### config.mk
export PLATFORM = sky130hd
export DESIGN_NAME = rgb_led_pwm_fader
export DESIGN_NICKNAME = d
export VERILOG_FILES = /design/src/rtl/rgb_led_pwm_fader.sv
export SDC_FILE = /design/constraint.sdc
export NUM_CORES = 1
export LEC_CHECK = 0
export BUFFER_PORTS_ARGS = -buffer_cell sky130_fd_sc_hd__clkbuf_2
export CAP_MARGIN = 20
export CORE_MARGIN = 2
export CORE_UTILIZATION = 63
export CTS_CLUSTER_SIZE = 10
export DETAILED_ROUTE_END_ITERATION = 10
export GPL_TIMING_DRIVEN = 0
export PLACE_DENSITY = 0.77
export RECOVER_POWER = 50
export SKIP_CTS_REPAIR_TIMING = 1
export SLEW_MARGIN = 20
export SYNTH_ARGS = -nofsm -noshare
export SYNTH_HDL_FRONTEND = slang
export SYNTH_SLANG_ARGS = --single-unit
### constraint.sdc
create_clock -name sys_clk_clk -period 6.29 [get_ports sys_clk_clk]
set_clock_uncertainty 0.15 [all_clocks]
set_input_delay 1.258 -clock sys_clk_clk [delete_from_list [all_inputs] [get_ports sys_clk_clk]]
set_output_delay 1.258 -clock sys_clk_clk [all_outputs]
set_load 0.02 [all_outputs]
### src/rtl/rgb_led_pwm_fader.sv
// Purpose: turns 12 on/off colour requests into PWM LED drive, with optional linear fade.
// Latency: request sampled at period end -> level on that edge -> led_o one cycle later.
// Backpressure: none; free-running timer, requests only count in the period-end cycle.
module rgb_led_pwm_fader #(
    parameter int unsigned PWM_PRESCALE = 4,
    parameter int unsigned MAX_LEVEL    = 255,
    parameter bit          ACTIVE_LOW   = 1'b1
) (
    input  logic        sys_clk_clk,
    input  logic        sys_reset_reset,
    input  logic [2:0]  rgb_led0_export,
    input  logic [2:0]  rgb_led1_export,
    input  logic [2:0]  rgb_led2_export,
    input  logic [2:0]  rgb_led3_export,
    input  logic        fade_en,
    output logic [11:0] led_o,
    output logic        ramp_busy
);

    localparam int          NCH        = 12;
    localparam int unsigned PW         = (PWM_PRESCALE > 1) ? $clog2(PWM_PRESCALE) : 1;
    localparam logic [PW-1:0] PRESC_LAST = PW'(PWM_PRESCALE - 1);
    localparam logic [7:0]  MAX_L      = 8'(MAX_LEVEL);

    logic [PW-1:0]  presc;
    logic [7:0]     pwm_cnt;
    logic           step;
    logic           period_end;
    logic [NCH-1:0] req;
    logic [NCH-1:0] lit;
    logic [7:0]     target [NCH];
    logic [7:0]     level  [NCH];
    logic           busy_next;

    // LED n, colour c lands on bit 3n+c
    assign req        = {rgb_led3_export, rgb_led2_export, rgb_led1_export, rgb_led0_export};
    assign step       = (presc == PRESC_LAST);
    assign period_end = step && (pwm_cnt == 8'hFF);

    // Prescaler and 8-bit PWM counter; the counter wrap coincides with period_end
    always_ff @(posedge sys_clk_clk or posedge sys_reset_reset) begin
        if (sys_reset_reset) begin
            presc   <= '0;
            pwm_cnt <= '0;
        end else if (step) begin
            presc   <= '0;
            pwm_cnt <= pwm_cnt + 8'd1;
        end else begin
            presc   <= presc + PW'(1);
        end
    end

    // Target brightness follows the live request inputs
    always_comb begin
        for (int i = 0; i < NCH; i++) begin
            target[i] = req[i] ? MAX_L : 8'd0;
        end
    end

    // Channel levels move only at period end so the duty never changes mid-period
    always_ff @(posedge sys_clk_clk or posedge sys_reset_reset) begin
        if (sys_reset_reset) begin
            for (int i = 0; i < NCH; i++) begin
                level[i] <= 8'd0;
            end
        end else if (period_end) begin
            for (int i = 0; i < NCH; i++) begin
                if (!fade_en) begin
                    level[i] <= target[i];
                end else if (level[i] < target[i]) begin
                    level[i] <= level[i] + 8'd1;
                end else if (level[i] > target[i]) begin
                    level[i] <= level[i] - 8'd1;
                end
            end
        end
    end

    // Duty comparison and ramp-in-progress detection; level 255 is held fully on
    always_comb begin
        lit       = '0;
        busy_next = 1'b0;
        for (int i = 0; i < NCH; i++) begin
            lit[i]    = (level[i] == 8'hFF) || (pwm_cnt < level[i]);
            busy_next = busy_next | (level[i] != target[i]);
        end
    end

    // Registered pin drive and busy flag keep the outputs glitch-free
    always_ff @(posedge sys_clk_clk or posedge sys_reset_reset) begin
        if (sys_reset_reset) begin
            led_o     <= {NCH{ACTIVE_LOW}};
            ramp_busy <= 1'b0;
        end else begin
            led_o     <= lit ^ {NCH{ACTIVE_LOW}};
            ramp_busy <= busy_next;
        end
    end

endmodule
==> run summary, run 1 <==
Adder-cell share of the synthesized area: 0.2748
Async SR Flop Fraction: 1.000
Setup ws final: 1932 ps
Final Max Tran Viols: 122
Final hold slack: 276.2 ps
Ranking of synthesized cells by area: ha_1 (26%), dfrtp_1 (21%), a21oi_1 (5.7%)
TNS Setup: 0 ps
Post-Route Utilization: 0.6976
Port buffer count: 26
RSZ-0062 raised after global routing: false
I/O Pins: 28
CP max stage cell: o41ai_1
Slew HR: -0.6056
Final Hold Fails: 0
Worst Path Buf+Inv: 3
Final WL: 34,290 microns
Avg Inst Size Synth: 9.145 sq um
Clock sinks: 119
Top_reg_cell synth: dfrtp_1
Root Driver: clkbuf_16
Crit-path cells: clkbuf_2 > inv_1 > ha_1 > and4b_1 > a211o_1 > a21oi_2 > inv_1 > ha_1 > a21oi_2 > o211ai_1 > o41ai_1 > xnor2_1 > o22a_1 > o22a_1
Final std cell area, no fill: 0.01412 sq mm
Area leader, netlist: ha_1
DRT Pass-1 Iters: 6
Mux contribution to synthesized area: 0.01118
Worst EP arrival: 4520 ps
Post-Syn Area: 0.01299 sq mm
Flop pwr share: 0.322
Syn Nets: 1,713
Critical Path End Type: flop
Synth cell types: 57
Setup CP Type: in2reg
Worst Setup Start Kind: primary input
Largest net degree at the start of global routing: 71
Post-synth EDFFs: 0
Maximum vdd ir drop: 0.1368 mV
Gr ovfl total: 0
Switching Share: 0.3126
Maximum clock rate: 229.5 MHz
Via Count: 11,246
Period utilization: 0.6928
Top cell type's share of synthesized area: 0.2563
Global Route Usage Sum: 0.3257
Commonest non-fill, non-tap cell in the layout: ha_1
Hold Path Class: reg2reg
Pint: 1.770 mW
CTS max path bufs: 2
Clock latency on the worst-skew pair: 440 ps
Floorplan Core Area: 0.02023 sq mm
Yosys Warn Count: 0
Critical Path Max Stage Delay: 500 ps
Max cap viols: 2
Leak: 7.186 nW
Layout area overhead: 8.700%
Starting DRT DRC Count: 708
Overall die height: 147.6 microns
Yosys reg bits: 119
Max H-tree Level: 4
PwrDens: 182.4 mW/mm^2
Slew @ Worst Pin: 2395 ps
Synth Area in Compound Gates: 0.2549
Synth Instances: 1,420
# fillers: 1,588
Worst Path Required: 6460 ps
Vias per cell: 6.430
Outcome: finished with violations
Most frequent cells in the layout: ha_1 (266), inv_1 (154), a21oi_1 (148), dfrtp_1 (107), a21o_1 (76)
Layout cells sized above 1: 0.1001
Post-Synth XOR/XNOR Area: 0.04519
Placed Cells incl. Taps: 1,717
Die width: 147.6 microns
Gpl congestion: 0.8777
Placed Instance Area: 0.01349 sq mm
CTS tree: yes
Std cell rows: 52
Vias in the first global route: 11,388
Final Setup Violations: 0
N_diodes: 0
Die area: 0.02178 sq mm
Place WS: 1527 ps
Residual DRC: 0
Main combinational cell family by area after synthesis: adder cells
First-pass GRT wire length: 56,610 microns
Post-synthesis simple-gate area fraction: 0.1227
Combinational share of power: 0.246
Clock share of power: 0.432
Cell family with most CP delay: compound AO/OA/AOI/OAI gates
Final Power: 2.575 mW
CTS clk-pin slew, worst paths: 60 ps
Seq/Total Area, Yosys: 0.2305
Initial core utilization: 0.6418
Critical path peak fanout: 8
Antenna violation net count after detailed routing: 0
Reg-to-reg setup timing slack: 2650 ps
Dpl hpwl: 24,320 microns
Initial antenna violation count: 0
Switch Pwr: 0.8047 mW
TritonCTS Buffers: 17
Failing checks: max-capacitance violations, max-slew violations
Post-layout min period: 4358 ps
Average wire per cell in the routed design: 19.60 microns
Non-Filler Instances: 1,749
Total Nets Final: 1,759
## layer usage
metal | global-route usage | wire length (microns) | up-vias
met2 | 0.5356 | 15940 | 334
li1 | - | - | 5427
met1 | 0.4123 | 14700 | 5369
met4 | 0.1558 | 1511 | 0
met3 | 0.06451 | 2141 | 116
met5 | 0 | 0 | -
## final cells by class
| class | count | area [sq um] | area share |
|---|---|---|---|
| inverter | 155 | 583.1 | 0.04130 |
| sequential | 119 | 2993 | 0.2120 |
| multi-input combinational | 1112 | 9205 | 0.6521 |
| tap | 270 | 337.8 | 0.02393 |
| clock inverter | 14 | 221.5 | 0.01569 |
| buffer | 34 | 202.7 | 0.01436 |
| clock buffer | 18 | 439.2 | 0.03111 |
| timing repair buffer | 27 | 133.9 | 0.009484 |
## worst register-to-register path, delay by kind of cell, from the launching register on
family,cells,cell delay (ps)
AO/OA/AOI/OAI,7,1690
adder cells (fa/ha/maj),2,650
flip-flops,1,440
AND/OR/NAND/NOR,1,220
buffers and inverters,1,200
XOR/XNOR,1,170
## cell usage after synthesis (all sizes together), types with 4 or more instances
| master | count |
|---|---|
| o31ai | 6 |
| a311o | 4 |
| nand2b | 12 |
| a211oi | 78 |
| o21ai | 20 |
| and3 | 18 |
| dfrtp | 107 |
| and4 | 5 |
| o211ai | 19 |
| nor2 | 67 |
| nor3 | 25 |
| mux2 | 4 |
| a21o | 76 |
| nand4 | 37 |
| dfstp | 12 |
| and4b | 12 |
| o21bai | 12 |
| nand3 | 44 |
| nor4b | 6 |
| a21oi | 157 |
| nand3b | 4 |
| a31o | 7 |
| xnor2 | 55 |
| o2111ai | 12 |
| nand2 | 50 |
| clkbuf | 12 |
| buf | 22 |
| o41ai | 10 |
| o22ai | 12 |
| nor2b | 14 |
| a211o | 5 |
| o22a | 24 |
| inv | 155 |
| mux2i | 10 |
| fa | 12 |
| xor2 | 12 |
| ha | 266 |
| a311oi | 10 |
## worst paths after layout
check / startpoint / to / depth (start not counted)
hold / removal: presc[0] / presc[0] / 1
min in group asynchronous: sys_reset_reset / level[13] / 2
hold reg to reg: presc[0] / presc[0] / 1
setup reg to reg: level[34] / level[39] / 12
max in group asynchronous: sys_reset_reset / level[71] / 3
setup / recovery: rgb_led2_export[1] / level[39] / 14
## flip-flops by register name, summed over array words and instances, names as in the netlist
name and cells:
led_o 12, level 96, presc 2, pwm_cnt 8
ramp_busy 1
## power by group through the flow
stage               sequential (mW)  clock (mW)  combinational [mW]
global route                  0.832        1.15               0.712
detailed placement            0.842           0               0.623
CTS                           0.828        1.12               0.629
global placement              0.841           0               0.597
floorplan                     0.834           0               0.489
finish                        0.830        1.11               0.632
## cells by family (layout without fill, tap and decap cells)
| kind of cell | after synthesis | in the layout |
|---|---|---|
| adder cells (fa/ha/maj) | 278 | 278 |
| AND/OR/NAND/NOR | 297 | 297 |
| AO/OA/AOI/OAI | 456 | 456 |
| flip-flops | 119 | 119 |
| XOR/XNOR | 67 | 67 |
| buffers and inverters | 189 | 248 |
| multiplexers | 14 | 14 |
Note: power is estimated with default switching activity, not from simulation.
==> run 2, diff against run 1 <==
==> constraint.sdc (replaced) <==
create_clock -name sys_clk_clk -period 4.2 [get_ports sys_clk_clk]
set_clock_uncertainty 0.15 [all_clocks]
set_input_delay 0.84 -clock sys_clk_clk [delete_from_list [all_inputs] [get_ports sys_clk_clk]]
set_output_delay 0.84 -clock sys_clk_clk [all_outputs]
set_load 0.02 [all_outputs]
==> run 2 against run 1 <==
Effect of this change:
- the flow still finishes with violations (max-capacitance violations, max-slew violations)
- first-iteration DRC count did not move
- register-to-register slack got worse by 2100 ps
- clock-buffer cell count did not move
- die area did not move
- combinational power rose by 50%
==> run summary, run 2 (synthesized netlist as in run 1, its figures left out) <==
Floorplan Core Area: 0.02023 sq mm
CP Depth: 14
Critical Path End: level[39]
Most frequent cells in the layout: ha_1 (266), inv_1 (154), a21oi_1 (148), dfrtp_1 (107), a21o_1 (76)
Gpl congestion: 0.8777
Slew HR: -0.6785
Final WL: 34,260 microns
Failing checks: max-capacitance violations, max-slew violations
CP max stage cell: o41ai_1
Layout area overhead: 8.874%
Via Count: 11,256
Largest net degree at the start of global routing: 71
CTS max path bufs: 2
Period utilization: 0.9381
CTS clk-pin slew, worst paths: 60 ps
Final Hold Fails: 0
Maximum clock rate: 253.8 MHz
TritonCTS Buffers: 17
PwrDens: 273.0 mW/mm^2
Commonest non-fill, non-tap cell in the layout: ha_1
Vias per cell: 6.436
Global Route Usage Sum: 0.3257
Crit-path cells: clkbuf_2 > inv_1 > ha_1 > and4b_1 > a211o_1 > a21oi_2 > inv_1 > ha_1 > a21oi_2 > o211ai_1 > o41ai_1 > xnor2_1 > o22a_1 > o22a_1
Critical path peak fanout: 8
Crit path from: rgb_led2_export[1]
Die area: 0.02178 sq mm
DRT Pass-1 Iters: 5
Outcome: finished with violations
Post-layout min period: 3940 ps
Root Driver: clkbuf_16
CTS tree: yes
Average wire per cell in the routed design: 19.59 microns
Vias in the first global route: 11,388
Max reg flops: 96
Max cap viols: 1
Final hold slack: 276.1 ps
Port buffer count: 26
R2r worst-path depth: 12
Top reg by flops: level
RSZ-0062 raised after global routing: false
Dpl hpwl: 24,320 microns
Reg-to-reg setup timing slack: 560 ps
Hold Path Class: reg2reg
Starting DRT DRC Count: 708
Residual DRC: 0
Final Max Tran Viols: 50
Layout cells sized above 1: 0.1001
Initial antenna violation count: 0
Overall die height: 147.6 microns
Critical Path Max Stage Delay: 500 ps
Maximum vdd ir drop: 0.2049 mV
Final Setup Violations: 0
Clock sinks: 119
Worst Path Required: 4370 ps
Worst R2R Start: level[34]
First-pass GRT wire length: 56,610 microns
Worst Setup Start Kind: primary input
I/O Pins: 28
Cell family with most CP delay: compound AO/OA/AOI/OAI gates
Setup ws final: 260.2 ps
Worst EP arrival: 4110 ps
Gr ovfl total: 0
Leak: 7.194 nW
Std cell rows: 52
Biggest regs: level (96), led_o (12), pwm_cnt (8)
Critical Path End Type: flop
Setup CP Type: in2reg
Slew @ Worst Pin: 2504 ps
Antenna violation net count after detailed routing: 0
Clock latency on the worst-skew pair: 440 ps
Place WS: -145.2 ps
Initial core utilization: 0.6418
N_diodes: 0
Hold_sp: presc[0]
Max H-tree Level: 4
Total Nets Final: 1,759
Die width: 147.6 microns
Worst Path Buf+Inv: 3
R2R Path End: level[39]
-- run 2: changes by cell type in the layout (fill, tap and decap cells not counted), sizes merged --
cell	delta
buf	+1
clkbuf	-1
-- run 2: metrics by stage --
| stage | instances | utilization | area [sq um] | total power, mW | TNS, ps |
|---|---|---|---|---|---|
| final | 1749 | 0.6987 | 14140 | 3.860 | 0 |
| after global routing | 1749 | 0.6987 | 14140 | 4.034 | 0 |
| after CTS | 1749 | 0.6992 | 14150 | 3.856 | 0 |
| after detailed placement | 1717 | 0.6665 | 13490 | 2.194 | -295.2 |
| after global placement | 1716 | 0.6649 | 13450 | 2.153 | -160550 |
| after floorplan | 1420 | - | 12990 | 1.982 | 0 |
-- run 2: report_power, final --
| group | internal [mW] | total, mW | switching (mW) |
|---|---|---|---|
| Sequential | 1.19 | 1.24 | 0.0556 |
| Clock | 1.07 | 1.67 | 0.593 |
| Combinational | 0.393 | 0.950 | 0.557 |
| Total | 2.65 | 3.86 | 1.21 |
-- run 2: layout make-up --
| class | instances | area [sq um] |
|---|---|---|
| buffer | 34 | 202.7 |
| clock buffer | 18 | 439.2 |
| clock inverter | 14 | 221.5 |
| fill | 1586 | 6096 |
| inverter | 155 | 583.1 |
| multi-input combinational | 1112 | 9205 |
| sequential | 119 | 2993 |
| tap | 270 | 337.8 |
| timing repair buffer | 27 | 156.4 |
-- run 2: worst register-to-register path: stages, from the launching register on --
cell and delay (ps):
dfrtp_1 440, ha_1 320, and4b_1 220, a211o_1 290
a21oi_2 230, inv_1 200, ha_1 330, a21oi_2 160
o211ai_1 140, o41ai_1 500, xnor2_1 170, o22a_1 200
o22a_1 170
-- run 2: worst min-delay path by stage --
stage                     depth (start not counted)  endpoint  slack, ps
after CTS                                         1  presc[0]        280
after detailed placement                          1  presc[0]        270
final                                             1  presc[0]        280
after floorplan                                   1  presc[0]        250
after global routing                              1  presc[0]        280
after global placement                            1  presc[0]        260
-- run 2: metal layers --
| layer | share of wire | track usage |
|---|---|---|
| met5 | 0 | 0 |
| met4 | 0.042 | 0.1558 |
| met3 | 0.063 | 0.06451 |
| met2 | 0.47 | 0.5356 |
| met1 | 0.43 | 0.4123 |
